==> src/rtl/exec_mem_pkg.sv <==
`default_nettype none
// ============================================================================
// Module      : exec_mem_pkg
// Description : Shared types for the execute -> memory pipeline register.
//               Payload layout, its width, and the buffer occupancy states.
// Revision    : 1.0 - initial release
// ============================================================================
package exec_mem_pkg;

    // Everything the memory stage needs from one executed instruction
    typedef struct packed {
        logic [31:0] alu_result;
        logic [31:0] write_data;
        logic [31:0] pc_p1;
        logic [3:0]  rd;
        logic        regWrite;
        logic        memWrite;
        logic [1:0]  resultSrc;
    } em_payload_t;

    localparam int EM_PAYLOAD_W = 104;

    // Encoding is {skid_valid, main_valid} so each bit is a direct valid flag
    typedef enum logic [1:0] {
        EMPTY = 2'b00,
        ONE   = 2'b01,
        TWO   = 2'b11
    } em_state_t;

endpackage : exec_mem_pkg
`default_nettype wire

==> src/rtl/exec_mem_skid_reg.sv <==
`default_nettype none
// ============================================================================
// Module      : exec_mem_skid_reg
// Description : Two-entry elastic (skid) register between execute and memory.
//               Registered in_ready breaks the combinational ready path from
//               the memory stage; flush squashes both entries.
// Revision    : 1.0 - initial release
// ============================================================================
module exec_mem_skid_reg
    import exec_mem_pkg::*;
(
    input  logic        clk,
    input  logic        reset,
    input  logic        flush,
    // Execute side
    input  logic        in_valid,
    output logic        in_ready,
    input  logic [31:0] alu_result_in,
    input  logic [31:0] write_data_in,
    input  logic [31:0] pc_p1_in,
    input  logic [3:0]  rd_in,
    input  logic        regWrite_in,
    input  logic        memWrite_in,
    input  logic [1:0]  resultSrc_in,
    // Memory side
    output logic        out_valid,
    input  logic        out_ready,
    output logic [31:0] alu_result_out,
    output logic [31:0] write_data_out,
    output logic [31:0] pc_p1_out,
    output logic [3:0]  rd_out,
    output logic [1:0]  resultSrc_out,
    output logic        regWrite_out,
    output logic        memWrite_out
);

    em_state_t   r_state;
    logic        r_in_ready;
    em_payload_t r_main;
    em_payload_t r_skid;

    em_state_t   w_nxt_state;
    em_payload_t w_in_pl;
    logic [1:0]  w_state_bits;
    logic        w_main_vld;
    logic        w_skid_vld;
    logic        w_in_xfer;
    logic        w_out_xfer;

    // Valid flags are the raw state flop bits, so out_valid is a flop output
    assign w_state_bits = r_state;
    assign w_main_vld   = w_state_bits[0];
    assign w_skid_vld   = w_state_bits[1];

    assign w_in_xfer  = in_valid & r_in_ready;
    assign w_out_xfer = w_main_vld & out_ready;

    assign w_in_pl = '{
        alu_result: alu_result_in,
        write_data: write_data_in,
        pc_p1:      pc_p1_in,
        rd:         rd_in,
        regWrite:   regWrite_in,
        memWrite:   memWrite_in,
        resultSrc:  resultSrc_in
    };

    // Occupancy transition; flush overrides any transfer
    always_comb begin
        w_nxt_state = r_state;
        case (r_state)
            EMPTY: if (w_in_xfer) w_nxt_state = ONE;
            ONE: begin
                if (w_in_xfer && !w_out_xfer)      w_nxt_state = TWO;
                else if (!w_in_xfer && w_out_xfer) w_nxt_state = EMPTY;
                else                               w_nxt_state = ONE;
            end
            TWO:     if (w_out_xfer) w_nxt_state = ONE;
            default: w_nxt_state = EMPTY;
        endcase
        if (flush) w_nxt_state = EMPTY;
    end

    // State and registered ready: ready drops only when both entries will be full
    always_ff @(posedge clk or negedge reset) begin
        if (!reset) begin
            r_state    <= EMPTY;
            r_in_ready <= 1'b1;
        end else begin
            r_state    <= w_nxt_state;
            r_in_ready <= (w_nxt_state != TWO);
        end
    end

    // Payload movement; a word accepted during a flush is simply not captured
    always_ff @(posedge clk or negedge reset) begin
        if (!reset) begin
            r_main <= '0;
            r_skid <= '0;
        end else if (!flush) begin
            if (w_out_xfer && w_skid_vld) begin
                r_main <= r_skid;
            end else if (w_in_xfer && (!w_main_vld || w_out_xfer)) begin
                r_main <= w_in_pl;
            end else if (w_in_xfer) begin
                r_skid <= w_in_pl;
            end
        end
    end

    assign in_ready       = r_in_ready;
    assign out_valid      = w_main_vld;
    assign alu_result_out = r_main.alu_result;
    assign write_data_out = r_main.write_data;
    assign pc_p1_out      = r_main.pc_p1;
    assign rd_out         = r_main.rd;
    assign resultSrc_out  = r_main.resultSrc;
    // Stale or squashed head contents must never cause an architectural write
    assign regWrite_out   = r_main.regWrite & w_main_vld;
    assign memWrite_out   = r_main.memWrite & w_main_vld;

endmodule : exec_mem_skid_reg
`default_nettype wire

==> config.mk <==
export PLATFORM = sky130hd
export DESIGN_NAME = exec_mem_skid_reg
export DESIGN_NICKNAME = d
export VERILOG_FILES = /design/src/rtl/exec_mem_pkg.sv /design/src/rtl/exec_mem_skid_reg.sv
export SDC_FILE = /design/constraint.sdc
export NUM_CORES = 1
export LEC_CHECK = 0
export ABC_AREA = 1
export CORE_MARGIN = 4
export CORE_UTILIZATION = 45
export CTS_CLUSTER_DIAMETER = 120
export DETAILED_ROUTE_END_ITERATION = 16
export PLACE_DENSITY_LB_ADDON = 0.15
export SETUP_SLACK_MARGIN = 0.3
export SLEW_MARGIN = 20
export SYNTH_ARGS = -nofsm -noshare
export SYNTH_HDL_FRONTEND = slang
export SYNTH_SLANG_ARGS = --single-unit
==> constraint.sdc <==
create_clock -name clk -period 4.53 [get_ports clk]
set_clock_uncertainty 0.15 [all_clocks]
set_input_delay 0.906 -clock clk [delete_from_list [all_inputs] [get_ports clk]]
set_output_delay 0.906 -clock clk [all_outputs]
set_load 0.005 [all_outputs]
==> run metrics <==
run status complete, no violations; number of enable flip-flop cells after synthesis 0; synth cell count leaders 842 x sky130_fd_sc_hd__nand2_1, 210 x sky130_fd_sc_hd__dfrtp_1, 110 x sky130_fd_sc_hd__buf_4; Layout Nets about 1,500; Tot GR Track Use 0.210; Residual DRC 0; Setup crit end kind primary output; Critical Path Source Type flip-flop; most repeated cell in the gate-level netlist after synthesis sky130_fd_sc_hd__nand2_1; DR vias/cell between 5 and 6; share of the core filled with cells in the final layout 0.558; switching power as a share of total power 0.272; synth warn 0; leading cell types by total area after synthesis sky130_fd_sc_hd__dfrtp_1 51%, sky130_fd_sc_hd__nand2_1 31%, sky130_fd_sc_hd__buf_4 8.0%; initial antenna violation count 2; Buffers on Ports around 210; setup TNS 0 ps; clock tree from TritonCTS yes; Syn Area/Cell 7.58 um2; area growth from synthesis to layout 21.9%; Cell Chain, Critical Path nand2_1 > inv_1 > clkdlybuf4s50_1; clk sink count between 200 and 250; combinational family with the most area after synthesis simple AND/OR/NAND/NOR gates; Yosys reg bits around 210; depth of the CTS H-tree 1; CTS Root Cell sky130_fd_sc_hd__clkbuf_16; number of cells on the worst reg-to-reg path 7; adder and majority gate portion of the synthesized area 0; Required @ worst endpoint around 3500 ps; die area around 26,000 um2; cell internal power dissipation 3.89 mW; number of global-route vias before repair roughly 8,700; height of the die about 160 um; Routed WL per cell ~16 um; Critical Path AT around 2200 ps; fraction of the cycle the final worst path needs 0.725; global route overflow 0; class of the tightest hold or removal check input port to asynchronous set/reset pin; number of hold-slack violations in the final timing report 0; pin count of the biggest net entering global routing 91; slew at the pin closest to its max-slew limit about 950 ps; worst-path maximum fanout 65; time the worst path needs with I/O delays and setup 3280 ps; post-synthesis compound-gate area fraction 0.000966; Max Cap Viol 0; Post-Syn Nets around 1,500; class of the most critical setup path flip-flop to primary output; number of nets still failing antenna checks after routing 0; multiplexer share of the synthesized area 0; Mapped Cells 1,366; Synth top area share 0.507; global-route wire length before repair between 40,000 and 50,000 um; placeable core area 22,600 um2; Highest Clock Rate 305 MHz; maximum root-to-sink buffer count 3; leakage power about 6.6 nW; power share of the combinational group 0.186; Placement Rows 55; die outline width between 150 and 200 um; clock network fraction of total power 0.343; total power consumption of the routed design approximately 5.3 mW; insertion delay to the later sink of the worst-skew pair roughly 500 ps; global placement routability congestion around 0.77; buffers inserted during post-CTS setup optimization 0; # diodes 0; RSZ-0062 raised after global routing false; first-pass detailed-route iteration total 5; post-CTS sizing 0; count of final max-slew check failures 0; Max rail drop VDD around 0.23 mV; number of library cell types mapped by synthesis 14; top_reg_cell synth sky130_fd_sc_hd__dfrtp_1; Filler cells ~2,200; sequential fraction of design power 0.471; portion of the post-synthesis area used by sequential elements 0.510; simple-gate share of the synthesized area 0.371; total net switching power between 1 and 1.5 mW; tightest slew margin relative to the limit 0.369; Starting DRT DRC Count around 620; Total Wirelength 27,200 um; Max stage delay on crit path about 940 ps; cell area after synthesis 10,400 um2; Post-Synth XOR/XNOR Area 0; post-synthesis async set-or-reset flop share 1.00; Worst path slowest cell sky130_fd_sc_hd__dfrtp_4; fraction of layout instances using a drive strength above 1 0.0438; Reg clk slew, reported paths around 60 ps; Boundary Pins ~220; CTS Hold Buffers Added 0; via count of the routed design 8,683; cts bufs inserted 24; Starting Density 0.458; power per unit of standard cell area between 400 and 500 nW/um2; setup violators final 0; half-perimeter wire length after placement 16,100 um; leading area contributor after synthesis sky130_fd_sc_hd__dfrtp_1
[path summary, 6_finish.rpt]
check,end,from,slack (ps)
min,write_data_out[27]$_DFFE_PN0P_,reset,240
max,regWrite_out,r_state[0]$_DFF_PN0_,1250
min reg2reg,r_skid[46]$_DFFE_PN0P_,r_skid[46]$_DFFE_PN0P_,320
min in group clk,r_skid[46]$_DFFE_PN0P_,r_skid[46]$_DFFE_PN0P_,320
max reg2reg,alu_result_out[21]$_DFFE_PN0P_,r_state[0]$_DFF_PN0_,1840
max in group asynchronous,r_skid[47]$_DFFE_PN0P_,reset,3120
[through the flow]
step / hold WS [ps] / std cells / setup slack, ps / instance area [um2]
3_3_place_gp: 303 / 1687 / 1550 / 11900
4_1_cts: 267 / 1725 / 1220 / 12600
6_report: 240 / 1725 / 1250 / 12600
5_1_grt: 295 / 1725 / 1190 / 12600
3_5_place_dp: 309 / 1687 / 1470 / 11900
2_1_floorplan: 292 / 1366 / 2420 / 10400
[metal layers]
metal	global-route usage	vias up	part of all wire
li1	-	4287	-
met1	0.285	4065	0.44
met2	0.348	278	0.47
met3	0.0439	49	0.071
met4	0.0517	4	0.022
met5	0	-	0.00081
[critical path: cells and delay by family, from the launching register on]
family / cells / cell delay (ps)
buf+inv: 2 / 660
simple gates: 1 / 100
flops: 1 / 940
[layout by cell type (no fill, tap or decap)]
master	Yosys	routed
sky130_fd_sc_hd__buf_12	0	5
sky130_fd_sc_hd__buf_4	110	11
sky130_fd_sc_hd__buf_8	0	1
sky130_fd_sc_hd__clkbuf_1	36	4
sky130_fd_sc_hd__clkbuf_16	0	25
sky130_fd_sc_hd__clkbuf_8	0	5
sky130_fd_sc_hd__clkdlybuf4s50_1	0	212
sky130_fd_sc_hd__clkinv_2	0	3
sky130_fd_sc_hd__dfrtp_1	210	208
sky130_fd_sc_hd__dfrtp_4	0	2
sky130_fd_sc_hd__dfstp_2	1	1
sky130_fd_sc_hd__inv_1	6	6
sky130_fd_sc_hd__inv_2	3	3
sky130_fd_sc_hd__inv_6	0	1
sky130_fd_sc_hd__nand2_1	842	841
sky130_fd_sc_hd__nand2_4	0	1
sky130_fd_sc_hd__nand3_2	1	1
sky130_fd_sc_hd__nand3_4	0	2
sky130_fd_sc_hd__nand4_1	104	104
sky130_fd_sc_hd__nor2_4	0	2
sky130_fd_sc_hd__o21ai_0	2	2
[power groups by stage]
stage | sequential (mW) | clock [mW] | combinational (mW)
2_1_floorplan | 2.46 | 0 | 0.676
3_3_place_gp | 2.53 | 0 | 0.995
3_5_place_dp | 2.54 | 0 | 1.01
4_1_cts | 2.51 | 1.88 | 1.02
5_1_grt | 2.56 | 1.95 | 1.13
6_report | 2.52 | 1.83 | 0.996
[registers in the layout, indices dropped and copies added, names as in the netlist]
name,count
r_skid,104
alu_result_out,32
pc_p1_out,32
write_data_out,32
rd_out,4
r_main,2
r_state,2
resultSrc_out,2
in_ready,1
[cell type report]
cell class | instances | area (um2) | share of cell area
Sequential cell | 211 | 5290 | 0.419
Multi-Input combinational cell | 953 | 3900 | 0.309
Timing Repair Buffer | 229 | 2320 | 0.184
Clock buffer | 34 | 709 | 0.0562
Tap cell | 285 | 357 | 0.0282
Inverter | 9 | 33.8 | 0.00268
Clock inverter | 4 | 23.8 | 0.00188
[kinds of logic (layout without fill, tap and decap cells)]
logic type,count (synthesis),in the layout
flops,211,211
buf+inv,202,276
compound gates,2,2
simple gates,951,951
Power figures use the tool's default switching activity.
